`src/rtl/cfg_muxn_bank.sv`:
```
// Bank of NOUT independent IWIDTH:1 muxes configured through a serial shift chain.
// Each channel picks one shared input and presents it either combinationally or through a flop.
module cfg_muxn_bank #(
    parameter int IWIDTH = 20,
    parameter int SWIDTH = 5,
    parameter int NOUT   = 4
) (
    input  logic              clk,
    input  logic              rst,
    input  logic              cfg_en,
    input  logic              cfg_in,
    output logic              cfg_out,
    input  logic              ce,
    input  logic [IWIDTH-1:0] I,
    output logic [NOUT-1:0]   O
);
    localparam int CW = SWIDTH + 1;
    localparam int L  = NOUT * CW;
    localparam int PW = 2 ** SWIDTH;

    logic [L-1:0]    cfg;
    logic [PW-1:0]   ipad;
    logic [NOUT-1:0] m;
    logic [NOUT-1:0] mode;
    logic [NOUT-1:0] q;

    always_ff @(posedge clk or posedge rst) begin
        if (rst)
            cfg <= '0;
        else if (cfg_en)
            cfg <= {cfg[L-2:0], cfg_in};
    end

    assign cfg_out = cfg[L-1];

    // Zero-padding the inputs to the full select range makes out-of-range selects read 0.
    always_comb begin
        ipad             = '0;
        ipad[IWIDTH-1:0] = I;
    end

    for (genvar k = 0; k < NOUT; k++) begin : g_ch
        assign m[k]    = ipad[cfg[k*CW +: SWIDTH]];
        assign mode[k] = cfg[k*CW+SWIDTH];
    end

    always_ff @(posedge clk or posedge rst) begin
        if (rst)
            q <= '0;
        else if (ce && !cfg_en)
            q <= m;
    end

    // Outputs are held low for the whole reconfiguration window.
    always_comb begin
        O = '0;
        if (!cfg_en)
            O = (mode & q) | (~mode & m);
    end
endmodule

```
`config.mk`:
```
export PLATFORM = sky130hd
export DESIGN_NAME = cfg_muxn_bank
export DESIGN_NICKNAME = d
export VERILOG_FILES = /design/src/rtl/cfg_muxn_bank.sv
export SDC_FILE = /design/constraint.sdc
export NUM_CORES = 1
export LEC_CHECK = 0
export BUFFER_PORTS_ARGS = -buffer_cell sky130_fd_sc_hd__buf_2
export CAP_MARGIN = 20
export CORE_UTILIZATION = 30
export CTS_BUF_LIST = sky130_fd_sc_hd__clkbuf_2
export DETAILED_ROUTE_END_ITERATION = 12
export GPL_TIMING_DRIVEN = 0
export MAX_ROUTING_LAYER = met4
export SYNTH_ARGS = -nofsm -noshare
export SYNTH_HDL_FRONTEND = slang
export SYNTH_SLANG_ARGS = --single-unit
```
`constraint.sdc`:
```
create_clock -name clk -period 1.8 [get_ports clk]
set_input_delay 0.18 -clock clk [delete_from_list [all_inputs] [get_ports clk]]
set_output_delay 0.18 -clock clk [all_outputs]
set_load 0.05 [all_outputs]
```
==> flow_summary.json, run 1 <==
{
  "status": "finished with violations",
  "violations": "setup timing",
  "r2r_start": "cfg[2]",
  "grt_pass1_wl_um": 7820,
  "max_freq_mhz": 445,
  "power.share.combinational": 0.618,
  "maxCapViolations": 0,
  "synth_cells": 158,
  "p_leak_nw": 1.02,
  "drt-wirelength-per-cell_um": 17.3,
  "io_buffers": 28,
  "hold_viol": 0,
  "synth-edff-count": 0,
  "track_usage": 0.168,
  "gr-total-overflow": 0,
  "drtPass1Iterations": 4,
  "layout.cells.non_filler": 282,
  "synth_top_area_cell": "dfrtp_1",
  "yosysMostFrequentCell": "dfrtp_1",
  "synth-async-reset-ratio": 1.00,
  "cts-root-buf": "clkbuf_2",
  "ctsHtreeMaxLevel": 1,
  "seqPwrFrac": 0.314,
  "total_power_mw": 3.53,
  "ys_seq_area_frac": 0.378,
  "final_net_count": 233,
  "peakVddDrop_mv": 0.496,
  "cp_data_required_time_ns": 1.62,
  "syn2layout_area_growth_pct": 32.7,
  "post-route-period-util": 1.25,
  "avgSynthCellArea_um2": 11.7,
  "ff2ff_path_depth": 6,
  "clk_path_buf_depth": 2,
  "synthFlopType": "dfrtp_1",
  "dp.cells": 262,
  "tightestPinTransition_ns": 0.620,
  "pre_cts_ws_ns": -0.309,
  "yosysWarnings": 0,
  "grt_max_degree": 18,
  "setup_ws_ns": -0.449,
  "clkPwrFrac": 0.068,
  "start_util": 0.311,
  "rsz0062_at_grt": "yes",
  "netlist_top_cells_area": "dfrtp_1 (38%), mux4_2 (13%), mux2_2 (12%)",
  "core_um2": 5960,
  "max_slew_margin": 0.587,
  "viasPerCell": 5.16,
  "arrival_ns": 2.07,
  "power_density_nw_per_um2": 1430,
  "syn-num-nets": 183,
  "clkLatencyLatePin_ns": 0.37,
  "grt_pass1_vias": 1456,
  "via_count": 1455,
  "synth_top_area_share": 0.378,
  "synth.distinct_cells": 23,
  "antennaDiodeCount": 0,
  "p_sw_mw": 1.46,
  "cp_max_fo": 9,
  "grt_antenna_before_repair": 0,
  "finalSetupTns_ns": -1.65,
  "synth_commonest_cells": "dfrtp_1 (28), mux2_2 (20), nor2_1 (19)",
  "antenna_left": 0,
  "drt-total-wl_um": 4880,
  "end_kind": "output port",
  "skew_ns": 0.00635,
  "worstHoldPathType": "in -> async",
  "gp_congestion": 0.797,
  "holdWs_ns": 0.359,
  "startpoint": "cfg[18]",
  "num-fill-cells": 592,
  "cts_tree": "done",
  "setup_viol": 4,
  "clk_pin_slew_ns": 0.27,
  "die_w_um": 80.6,
  "intPower_mw": 2.07,
  "drtIter0Drc": 64,
  "finalCriticalPeriod_ns": 2.25,
  "dp_hpwl_um": 3540,
  "slew_violations": 0,
  "criticalPathCategory": "reg -> out",
  "drive_above_1_share": 0.502,
  "cts_buffers": 3,
  "ys_seq_elements": 28,
  "cts.sinks": 28,
  "post-route-drc-count": 0,
  "fp.dieArea_um2": 6500,
  "die_h_um": 80.6,
  "start_kind": "flip-flop",
  "rows": 28,
  "syn_area_um2": 1850,
  "sw_frac_of_total": 0.414,
  "ios": 30
}
-- cell type report --
cell class                      count  area (um2)  area share
Tap cell                           75        93.8      0.0381
Clock buffer                        3        15.0     0.00610
Sequential cell                    28         708       0.288
Multi-Input combinational cell    116        1220       0.497
Inverter                            5        18.8     0.00763
Clock inverter                      1        3.75     0.00153
Timing Repair Buffer               45         320       0.130
Buffer                              9        78.8      0.0320
-- cells in the final DEF (no fill, tap or decap), drive strengths merged, types with 4 or more instances in the layout --
cell type,instances
buf,49
dfrtp,28
mux2,20
nor2,19
mux2i,16
mux4,12
a22oi,8
nand2b,8
a31oi,8
inv,5
clkbuf,5
nor2b,4
nand4b,4
nand2,4
o21ai,4
a311oi,4
and3,4
-- power by group through the flow --
stage	combinational, mW	clock, mW	sequential, mW
after floorplan	1.42	0	1.11
after global placement	1.68	0	1.16
after detailed placement	1.72	0	1.17
after CTS	2.11	0.248	1.11
after global routing	2.33	0.287	1.15
final	2.18	0.239	1.11
-- what timing repair did --
item	in CTS	in global routing
pin swaps	1	0
gates resized for setup	23	3
cloned	0	0
setup buffers	10	3
hold buffers	1	2
hold endpoints to repair	11	2
setup endpoints to repair	7	4
-- worst paths after layout --
path                       slack (ns)       to
max in group asynchronous        0.97  cfg[15]
max                             -0.45     O[3]
min                              0.36   cfg[8]
max reg2reg                      0.12     q[0]
min in group clk                 0.39     q[3]
min reg2reg                      0.55  cfg[12]
-- critical path, stage by stage (launching register included) --
cell and delay [ns]:
dfrtp_1 0.41, buf_6 0.15, mux4_2 0.51, nand2b_4 0.16
a31oi_4 0.17, a311oi_4 0.11, buf_6 0.17
-- cells by family after synthesis --
kind of cell / synth area share
buffers and inverters: 0.0466
muxes: 0.356
DFF: 0.378
AOI/OAI and AO/OA: 0.0924
and+or+nand+nor: 0.128
-- flip-flops by register name (all words and copies together), names as in the netlist --
name and flops:
q 4, cfg 24
-- layer usage --
layer / track usage / up-vias / part of all wire
met2: 0.269 / 33 / 0.47
met1: 0.226 / 713 / 0.48
met4: 0.0375 / 0 / 0.0078
met3: 0.0216 / 6 / 0.035
li1: - / 703 / -
met5: - / - / 0
-- through the flow --
| stage | util | cell area (um2) |
|---|---|---|
| 3_5_place_dp | 0.371 | 2210 |
| 6_report | 0.413 | 2460 |
| 4_1_cts | 0.403 | 2400 |
| 5_1_grt | 0.413 | 2460 |
| 2_1_floorplan | - | 1950 |
| 3_3_place_gp | 0.367 | 2180 |
Note: power is estimated with default switching activity, not from simulation.
==> run 2, diff against run 1 <==
- ABC_AREA: not set -> 1
==> flow_summary.json, run 2 <==
{
  "ys_seq_elements": 28,
  "finalSetupTns_ns": -0.820,
  "final_net_count": 402,
  "synthFlopType": "dfrtp_1",
  "die_h_um": 84.0,
  "rows": 29,
  "dp.cells": 435,
  "syn2layout_area_growth_pct": 28.0,
  "grt_antenna_before_repair": 0,
  "violations": "DRC, setup timing",
  "status": "finished with violations",
  "layout_commonest_cell": "nand2_1",
  "clk_path_buf_depth": 2,
  "slew_violations": 0,
  "via_count": 2277,
  "viasPerCell": 5.03,
  "arrival_ns": 1.85,
  "cp_data_required_time_ns": 1.62,
  "synth_top_area_cell": "dfrtp_1",
  "syn_area_um2": 2020,
  "netlist_top_cells_area": "dfrtp_1 (35%), nand2_1 (25%), nand3_1 (8.9%)",
  "end_kind": "output port",
  "largest_reg_flops": 24,
  "dp_hpwl_um": 4640,
  "ctsHtreeMaxLevel": 1,
  "post-route-drc-count": 8,
  "rsz0062_at_grt": "yes",
  "drtPass1Iterations": 8,
  "cts-root-buf": "clkbuf_2",
  "maxCapViolations": 0,
  "antennaDiodeCount": 0,
  "setup_ws_ns": -0.232,
  "cp_max_fo": 5,
  "layout.cells.non_filler": 453,
  "synth-edff-count": 0,
  "worstHoldPathType": "in -> reg",
  "grt_max_degree": 18,
  "synth.distinct_cells": 17,
  "criticalPathCategory": "reg -> out",
  "layout_common_cells": "nand2_1 (123), inv_1 (35), o21ai_0 (31)",
  "antenna_left": 0,
  "p_leak_nw": 1.33,
  "syn-num-nets": 354,
  "setup_viol": 4,
  "clkLatencyLatePin_ns": 0.38,
  "yosysWarnings": 0,
  "max_slew_margin": 0.608,
  "synth_cells": 329,
  "total_power_mw": 2.27,
  "hold_viol": 0,
  "drt-total-wl_um": 6510,
  "max_freq_mhz": 492,
  "grt_pass1_vias": 2073,
  "track_usage": 0.188,
  "gp_congestion": 0.864,
  "clk_pin_slew_ns": 0.29,
  "pre_cts_ws_ns": 0.135,
  "power_density_nw_per_um2": 879,
  "skew_ns": 0.0104,
  "synth_commonest_cells": "nand2_1 (135), inv_1 (38), nand3_1 (36)",
  "io_buffers": 28,
  "finalCriticalPeriod_ns": 2.03,
  "gr-total-overflow": 0,
  "cts_tree": "done",
  "cts_buffers": 3,
  "tightestPinTransition_ns": 0.588,
  "top_register": "cfg",
  "utilization": 0.402,
  "top_regs": "cfg: 24 flops, q: 4 flops",
  "drtIter0Drc": 164,
  "avgSynthCellArea_um2": 6.13,
  "ys_seq_area_frac": 0.347,
  "grt_pass1_wl_um": 10100,
  "peakVddDrop_mv": 0.364,
  "drive_above_1_share": 0.266,
  "ios": 30,
  "synth_top_area_share": 0.347,
  "post-route-period-util": 1.13,
  "die_w_um": 84.0,
  "fp.dieArea_um2": 7060,
  "drt-wirelength-per-cell_um": 14.4,
  "core_um2": 6420,
  "start_util": 0.314,
  "start_kind": "flip-flop",
  "yosysMostFrequentCell": "nand2_1",
  "cts.sinks": 28,
  "synth-async-reset-ratio": 1.00
}
-- run 2: worst paths after layout --
path,startpoint,to,slack (ns),cells after the start
setup / recovery,cfg[12],O[2],-0.23,11
hold / removal,ce,q[2],0.12,4
setup reg to reg,cfg[0],q[0],0.39,11
hold reg to reg,q[0],q[0],0.52,2
max in group asynchronous,rst,cfg[14],0.95,4
min in group asynchronous,rst,cfg[5],0.35,3
-- run 2: cell type report --
cell class,count,area (um2)
fillers,696,3840
repair inverters,1,7.51
clock buffers,3,15.0
well taps,77,96.3
clock inverters,1,30.0
inverters,42,160
flip-flops and latches,28,711
plain buffers,12,100
repair buffers,42,314
multi-input cells,247,1150
-- run 2: cells by family (layout without fill, tap and decap cells) --
kind of cell           count (synthesis)  count (layout)  synth area share
flip-flops                            28              28             0.347
AO/OA/AOI/OAI                         44              44             0.115
AND/OR/NAND/NOR                      203             203             0.414
buffers and inverters                 54             101             0.124
-- run 2: through the flow --
step / hold WS, ns / area (um2)
after CTS: 0.108 / 2450
after detailed placement: 0.275 / 2280
final: 0.118 / 2580
after global placement: 0.393 / 2250
after floorplan: 0.245 / 2020
after global routing: 0.0778 / 2580
-- run 2: per-layer routing --
metal | GRT usage | share of wire | wire length [um]
met5 | - | 0 | 0
met4 | 0.0502 | 0.018 | 119
met3 | 0.0317 | 0.059 | 381
met2 | 0.290 | 0.44 | 2890
met1 | 0.254 | 0.48 | 3120
-- run 2: power breakdown --
group          internal [mW]  switching, mW  total, mW
clock network          0.191          0.203      0.394
registers              0.741          0.111      0.853
logic                  0.409          0.616       1.02
-- run 2: critical path, stage by stage, from the launching register on --
cell and delay [ns]:
dfrtp_1 0.50, inv_2 0.10, buf_6 0.13, nand2_2 0.05
a21oi_2 0.17, nor2_2 0.05, nand2_2 0.07, nand3_2 0.09
nand3_2 0.07, nand2_2 0.05, inv_2 0.06, buf_8 0.13
-- run 2: what timing repair did --
item                                    4_1_cts  5_1_grt
endpoints found under the setup margin        4        4
cloned                                        2        3
buffers inserted                              7        0
endpoints found under the hold margin        12        0
hold buffers                                  2        0
pin swaps                                     0       20
resized for setup                            16       43
